--- src/rtl/fmadd_round_pipe.sv ---
// fmadd_round_pipe: two-stage rounding back end for a fused multiply-add.
// S1 decodes the unrounded product and decides whether to increment.
// S2 performs the increment and exponent adjustment, then applies the
// overflow substitution and builds the flags.
// Each stage has a valid register. Backpressure ripples back from out_ready.
module fmadd_round_pipe #(
   parameter  int FW    = 23,
   parameter  int EW    = 8,
   parameter  int TAG_W = 4,
   localparam int SW    = 2*FW+2,
   localparam int IW    = 1+(EW+1)+SW,
   localparam int OW    = 1+EW+FW
) (
   input  logic             clk,
   input  logic             rst_l,
   input  logic             in_valid,
   output logic             in_ready,
   input  logic [IW-1:0]    in_no,
   input  logic             in_sticky,
   input  logic [2:0]       in_rm,
   input  logic [TAG_W-1:0] in_tag,
   output logic             out_valid,
   input  logic             out_ready,
   output logic [OW-1:0]    out_no,
   output logic [2:0]       out_flags,
   output logic [TAG_W-1:0] out_tag,
   output logic             out_rm_err
);

   localparam logic [2:0] RM_RNE = 3'b000;
   localparam logic [2:0] RM_RTZ = 3'b001;
   localparam logic [2:0] RM_RDN = 3'b010;
   localparam logic [2:0] RM_RUP = 3'b011;
   localparam logic [2:0] RM_RMM = 3'b100;

   // ---------------- handshake ----------------
   logic s1_valid_reg;
   logic s2_valid_reg;
   logic s2_advance;
   logic accept;

   assign s2_advance = ~s2_valid_reg | out_ready;
   // Gated by rst_l so that nothing is taken while reset is held.
   assign in_ready   = rst_l & (~s1_valid_reg | s2_advance);
   assign accept     = in_valid & in_ready;
   assign out_valid  = s2_valid_reg;

   // ---------------- S1 decode ----------------
   logic          sign_in;
   logic [EW:0]   exp_in;
   logic [SW-1:0] sig_in;
   logic [FW:0]   k_in;
   logic          g_bit, r_bit, s_bit, x_bit;
   logic          inc_next, to_inf_next, rm_err_next;

   assign sign_in = in_no[IW-1];
   assign exp_in  = in_no[IW-2 -: EW+1];
   assign sig_in  = in_no[SW-1:0];
   assign k_in    = sig_in[SW-1:FW+1];
   assign g_bit   = sig_in[FW];
   assign r_bit   = sig_in[FW-1];
   assign s_bit   = |sig_in[FW-2:0];
   assign x_bit   = g_bit | r_bit | s_bit | in_sticky;

   // Increment decision and overflow target (infinity vs max normal) per mode.
   always_comb begin
      inc_next    = g_bit & (r_bit | s_bit | in_sticky | k_in[0]);
      to_inf_next = 1'b1;
      rm_err_next = 1'b0;
      case (in_rm)
         RM_RNE: ;
         RM_RTZ: begin
            inc_next    = 1'b0;
            to_inf_next = 1'b0;
         end
         RM_RDN: begin
            inc_next    = x_bit & sign_in;
            to_inf_next = sign_in;
         end
         RM_RUP: begin
            inc_next    = x_bit & ~sign_in;
            to_inf_next = ~sign_in;
         end
         RM_RMM: inc_next = g_bit;
         default: rm_err_next = 1'b1;   // reserved codes round as RNE
      endcase
   end

   logic             s1_sign_reg;
   logic [EW:0]      s1_exp_reg;
   logic [FW:0]      s1_k_reg;
   logic             s1_inc_reg;
   logic             s1_inexact_reg;
   logic             s1_to_inf_reg;
   logic             s1_rm_err_reg;
   logic [TAG_W-1:0] s1_tag_reg;

   // S1 register: valid follows the handshake, payload loads on acceptance.
   always_ff @(posedge clk) begin
      if (!rst_l) begin
         s1_valid_reg   <= 1'b0;
         s1_sign_reg    <= 1'b0;
         s1_exp_reg     <= '0;
         s1_k_reg       <= '0;
         s1_inc_reg     <= 1'b0;
         s1_inexact_reg <= 1'b0;
         s1_to_inf_reg  <= 1'b0;
         s1_rm_err_reg  <= 1'b0;
         s1_tag_reg     <= '0;
      end else begin
         if (in_ready)
            s1_valid_reg <= in_valid;
         if (accept) begin
            s1_sign_reg    <= sign_in;
            s1_exp_reg     <= exp_in;
            s1_k_reg       <= k_in;
            s1_inc_reg     <= inc_next;
            s1_inexact_reg <= x_bit;
            s1_to_inf_reg  <= to_inf_next;
            s1_rm_err_reg  <= rm_err_next;
            s1_tag_reg     <= in_tag;
         end
      end
   end

   // ---------------- S2 add / exceptions ----------------
   logic [FW+1:0] kr;
   logic          carry;
   logic          bump;
   logic [EW-1:0] er;
   logic [FW-1:0] frac;
   logic          of_flag;
   logic          nx_flag;
   logic          uf_flag;
   logic [OW-1:0] result;

   // Rounded significand, exponent bump on carry or subnormal-to-normal.
   always_comb begin
      kr      = {1'b0, s1_k_reg} + {{(FW+1){1'b0}}, s1_inc_reg};
      carry   = kr[FW+1];
      bump    = carry | (~s1_k_reg[FW] & kr[FW]);
      er      = s1_exp_reg[EW-1:0] + {{(EW-1){1'b0}}, bump};
      frac    = carry ? '0 : kr[FW-1:0];
      of_flag = s1_exp_reg[EW] | (&s1_exp_reg[EW-1:0]) | (&er);
      nx_flag = s1_inexact_reg | of_flag;
      uf_flag = (er == '0) & nx_flag & ~of_flag;
      if (!of_flag)
         result = {s1_sign_reg, er, frac};
      else if (s1_to_inf_reg)
         result = {s1_sign_reg, {EW{1'b1}}, {FW{1'b0}}};
      else
         result = {s1_sign_reg, {{(EW-1){1'b1}}, 1'b0}, {FW{1'b1}}};
   end

   // S2 register doubles as the output holding register while stalled.
   always_ff @(posedge clk) begin
      if (!rst_l) begin
         s2_valid_reg <= 1'b0;
         out_no       <= '0;
         out_flags    <= '0;
         out_tag      <= '0;
         out_rm_err   <= 1'b0;
      end else if (s2_advance) begin
         s2_valid_reg <= s1_valid_reg;
         if (s1_valid_reg) begin
            out_no     <= result;
            out_flags  <= {of_flag, uf_flag, nx_flag};
            out_tag    <= s1_tag_reg;
            out_rm_err <= s1_rm_err_reg;
         end
      end
   end

endmodule

--- config.mk ---
export PLATFORM = sky130hd
export DESIGN_NAME = fmadd_round_pipe
export DESIGN_NICKNAME = d
export VERILOG_FILES = /design/src/rtl/fmadd_round_pipe.sv
export SDC_FILE = /design/constraint.sdc
export NUM_CORES = 1
export LEC_CHECK = 0
export ABC_AREA = 1
export CORE_AREA = 2 2 88 111
export DETAILED_ROUTE_END_ITERATION = 10
export DIE_AREA = 0 0 90 113
export HOLD_SLACK_MARGIN = 0.12
export PLACE_DENSITY = 0.71
export SETUP_SLACK_MARGIN = 0.02
export SYNTH_ARGS = -nofsm -noshare
export SYNTH_HDL_FRONTEND = slang
export SYNTH_SLANG_ARGS = --single-unit
--- constraint.sdc ---
create_clock -name clk -period 8.1 [get_ports clk]
set_input_delay 0.81 -clock clk [delete_from_list [all_inputs] [get_ports clk]]
set_output_delay 0.81 -clock clk [all_outputs]
set_load 0.02 [all_outputs]
==> metrics.md <==
| Metric | Value |
|---|---|
| TritonCTS Buffers | 9 |
| ANT cells | 0 |
| Initial antenna violation count | 0 |
| Fin worst setup slack | 4.46 ns |
| Seq cells post-synth | 84 |
| FP Rows | 39 |
| Startpoint types | flip-flop |
| Pre-antenna DRT Iters | 4 |
| DR DRC count | 0 |
| Hold crit path type | flip-flop to flip-flop |
| Initial core utilization | 44.3% |
| Largest net degree at the start of global routing | 80 |
| Synth unique cells | 33 |
| Crit path DAT | 3.91 ns |
| RSZ-0062 raised after global routing | false |
| Final Hold Fails | 0 |
| Vias | 3936 |
| Worst Skew | 0.00564 ns |
| Routed Antenna Nets | 0 |
| Die height | 113 um |
| GR Overflow Total | 0 |
| Die width | 90 um |
| Seq/Total Area, Yosys | 41.8% |
| Core area | 9080 sq um |
| Power density cells | 186 nW/um^2 |
| Synth top area share | 41.8% |
| Max stage delay on crit path | 0.48 ns |
| Post-DR vias/cell | 5.03 |
| FF-to-FF setup slack | 4.46 ns |
| Run status | completed |
| Most common cell after layout, fill and taps aside | clkdlybuf4s50_1 |
| Fillers | 885 |
| Static Leak | 2.05 nW |
| Mapped Area | 4020 sq um |
| Commonest cells after routing, fill and taps aside | clkdlybuf4s50_1 (110), nand2_1 (100), dfxtp_1 (84) |
| Mapped Nets | 629 |
| Maximum VDD drop | 0.118 mV |
| Crit end category | flip-flop |
| Area Overhead vs Synth | 35.5% |
| GP Congestion | 0.864 |
| Setup Fix Bufs, Post-CTS | 0 |
| Pwr Total | 1.01 mW |
| Critical Path RT | 8.37 ns |
| PortBufs | 111 |
| Max Slew Vio Count | 0 |
| Grt peak-use layer | met2 |
| Vias in the first global route | 3871 |
| WS Path Type | flip-flop to flip-flop |
| Met3 Resource Use GR | 4.79% |
| Worst-path cell chain | ha_1, nand2_1, nor2_2, nand2_1, nor2_2, nand2_1, nor2_1, nand2_1, o31ai_1, ha_1, ha_1, nand3_1, o21ai_1, nand2_1, nand3_2, nor2_4, nor2_4, nand3_1, a21oi_2 |
| Setup tns final | 0 ns |
| Max Fclk | 275 MHz |
| Final period util | 44.9% |
| Top delay family on crit path | simple AND/OR/NAND/NOR gates |
| Largest register FFs | 32 |
| Largest cells by area after synthesis | dfxtp_1 (42%), o21ai_0 (10%), nand2_1 (9.3%) |
| Syn avg cell area | 7.25 sq um |
| Layout cells sized above 1 | 8.50% |
| Hold_buf cts | 0 |
| # H-tree levels | 3 |
| Worst Path Max Fanout | 27 |
| Minimum clock period | 3.64 ns |
| Final wirelength | 10600 um |
| DP HPWL | 7680 um |
| Wirelength per Cell | 13.6 um |
| Clk pin slew, worst setup/hold paths | 0.06 ns |
| Clock Tree Root | clkbuf_16 |
| CTS tree | built |
| Post-Syn Instances | 555 |
| Max Cap Viol | 0 |
| Setup-failing EPs final | 0 |
| Initial DRC count | 208 |
| Synth warn | 0 |
| CTS sink cnt | 84 |
| Worst path buffer plus inverter count | 0 |
| Worst-Margin Slew | 1.05 ns |
| Die ar. | 10200 sq um |
| Pre-CTS setup slack | 4.22 ns |
| Gr usage total | 21.3% |
| Slowest-stage cell, CP | nor2_4 |
| Synth area leader | dfxtp_1 |
| Worst-Skew Late Latency | 0.34 ns |
| Met2 Use GR | 38.9% |
| Grt met1 use | 23.8% |
| Cts repair resizes | 0 |
| Min Hold Slack | 0.455 ns |
| Worst slew margin | 29.9% |
| Ports | 112 |
| Nets | 728 |
| Bufs on Longest Clock Path | 2 |
| First-pass GRT wire length | 17700 um |
| Most used cell along the critical path | nand2_1 |
power breakdown:
part	switching, mW	internal [mW]	leakage [nW]
Sequential	0.0208	0.443	0.693
Clock	0.161	0.215	0.129
Combinational	0.0902	0.0826	1.23
Total	0.272	0.741	2.05
metrics by stage:
stage                     instances  cell area (sq um)  utilization (%)
after global routing            782               5450             60.0
after floorplan                 555               4020                -
final                           782               5450             60.0
after global placement          766               5180             57.0
after detailed placement        766               5180             57.0
after CTS                       782               5450             60.0
synthesized netlist by cell type (all sizes together):
library cell  count
dfxtp            84
nor2             53
nand2           104
or2               4
o21bai            1
o31ai             1
xor2              8
nand4             9
inv              52
a21boi            1
o21ai            85
nor4              4
a31oi             2
nand3            39
a21oi            61
ha                4
nand3b            2
o211ai            3
nor3              6
xnor2             3
and2              1
clkinv            2
buf               6
clkbuf           20
final timing paths:
path	startpoint	to	depth (start not counted)
setup / recovery	s1_k_reg[0]$_SDFFE_PN0P_	out_no[15]$_SDFFE_PN0P_	19
hold / removal	s1_tag_reg[0]$_SDFFE_PN0P_	out_tag[0]$_SDFFE_PN0P_	2
hold reg to reg	s1_tag_reg[0]$_SDFFE_PN0P_	out_tag[0]$_SDFFE_PN0P_	2
setup reg to reg	s1_k_reg[0]$_SDFFE_PN0P_	out_no[15]$_SDFFE_PN0P_	19
area by class of cell:
class	instances	area [sq um]	area share (%)
repair buffers	114	1130	20.7
multi-input cells	391	2010	36.9
clock inverters	4	25.0	0.459
inverters	54	203	3.72
flip-flops and latches	84	1680	30.9
clock buffers	12	246	4.52
well taps	123	154	2.82
kinds of logic after synthesis:
group	count (synthesis)	synth area share, %
AND/OR/NAND/NOR	222	24.8
AO/OA/AOI/OAI	154	21.5
flip-flops	84	41.8
buffers and inverters	80	8.28
adder cells (fa/ha/maj)	4	1.24
XOR/XNOR	11	2.40
worst register-to-register path: stages, from the launching register on:
cell and delay (ns):
dfxtp_1 0.37, ha_1 0.17, nand2_1 0.09, nor2_2 0.16, nand2_1 0.14, nor2_2 0.20, nand2_1 0.12, nor2_1 0.12
nand2_1 0.07, o31ai_1 0.23, ha_1 0.24, ha_1 0.21, nand3_1 0.13, o21ai_1 0.19, nand2_1 0.11, nand3_2 0.10
nor2_4 0.05, nor2_4 0.48, nand3_1 0.23, a21oi_2 0.16
metal layers:
metal,wire length (um),vias to the layer above
li1,-,2040
met1,4440,1745
met2,5300,133
met3,641,18
met4,231,0
met5,0,-
No activity file was read; power rests on OpenSTA's default activity.
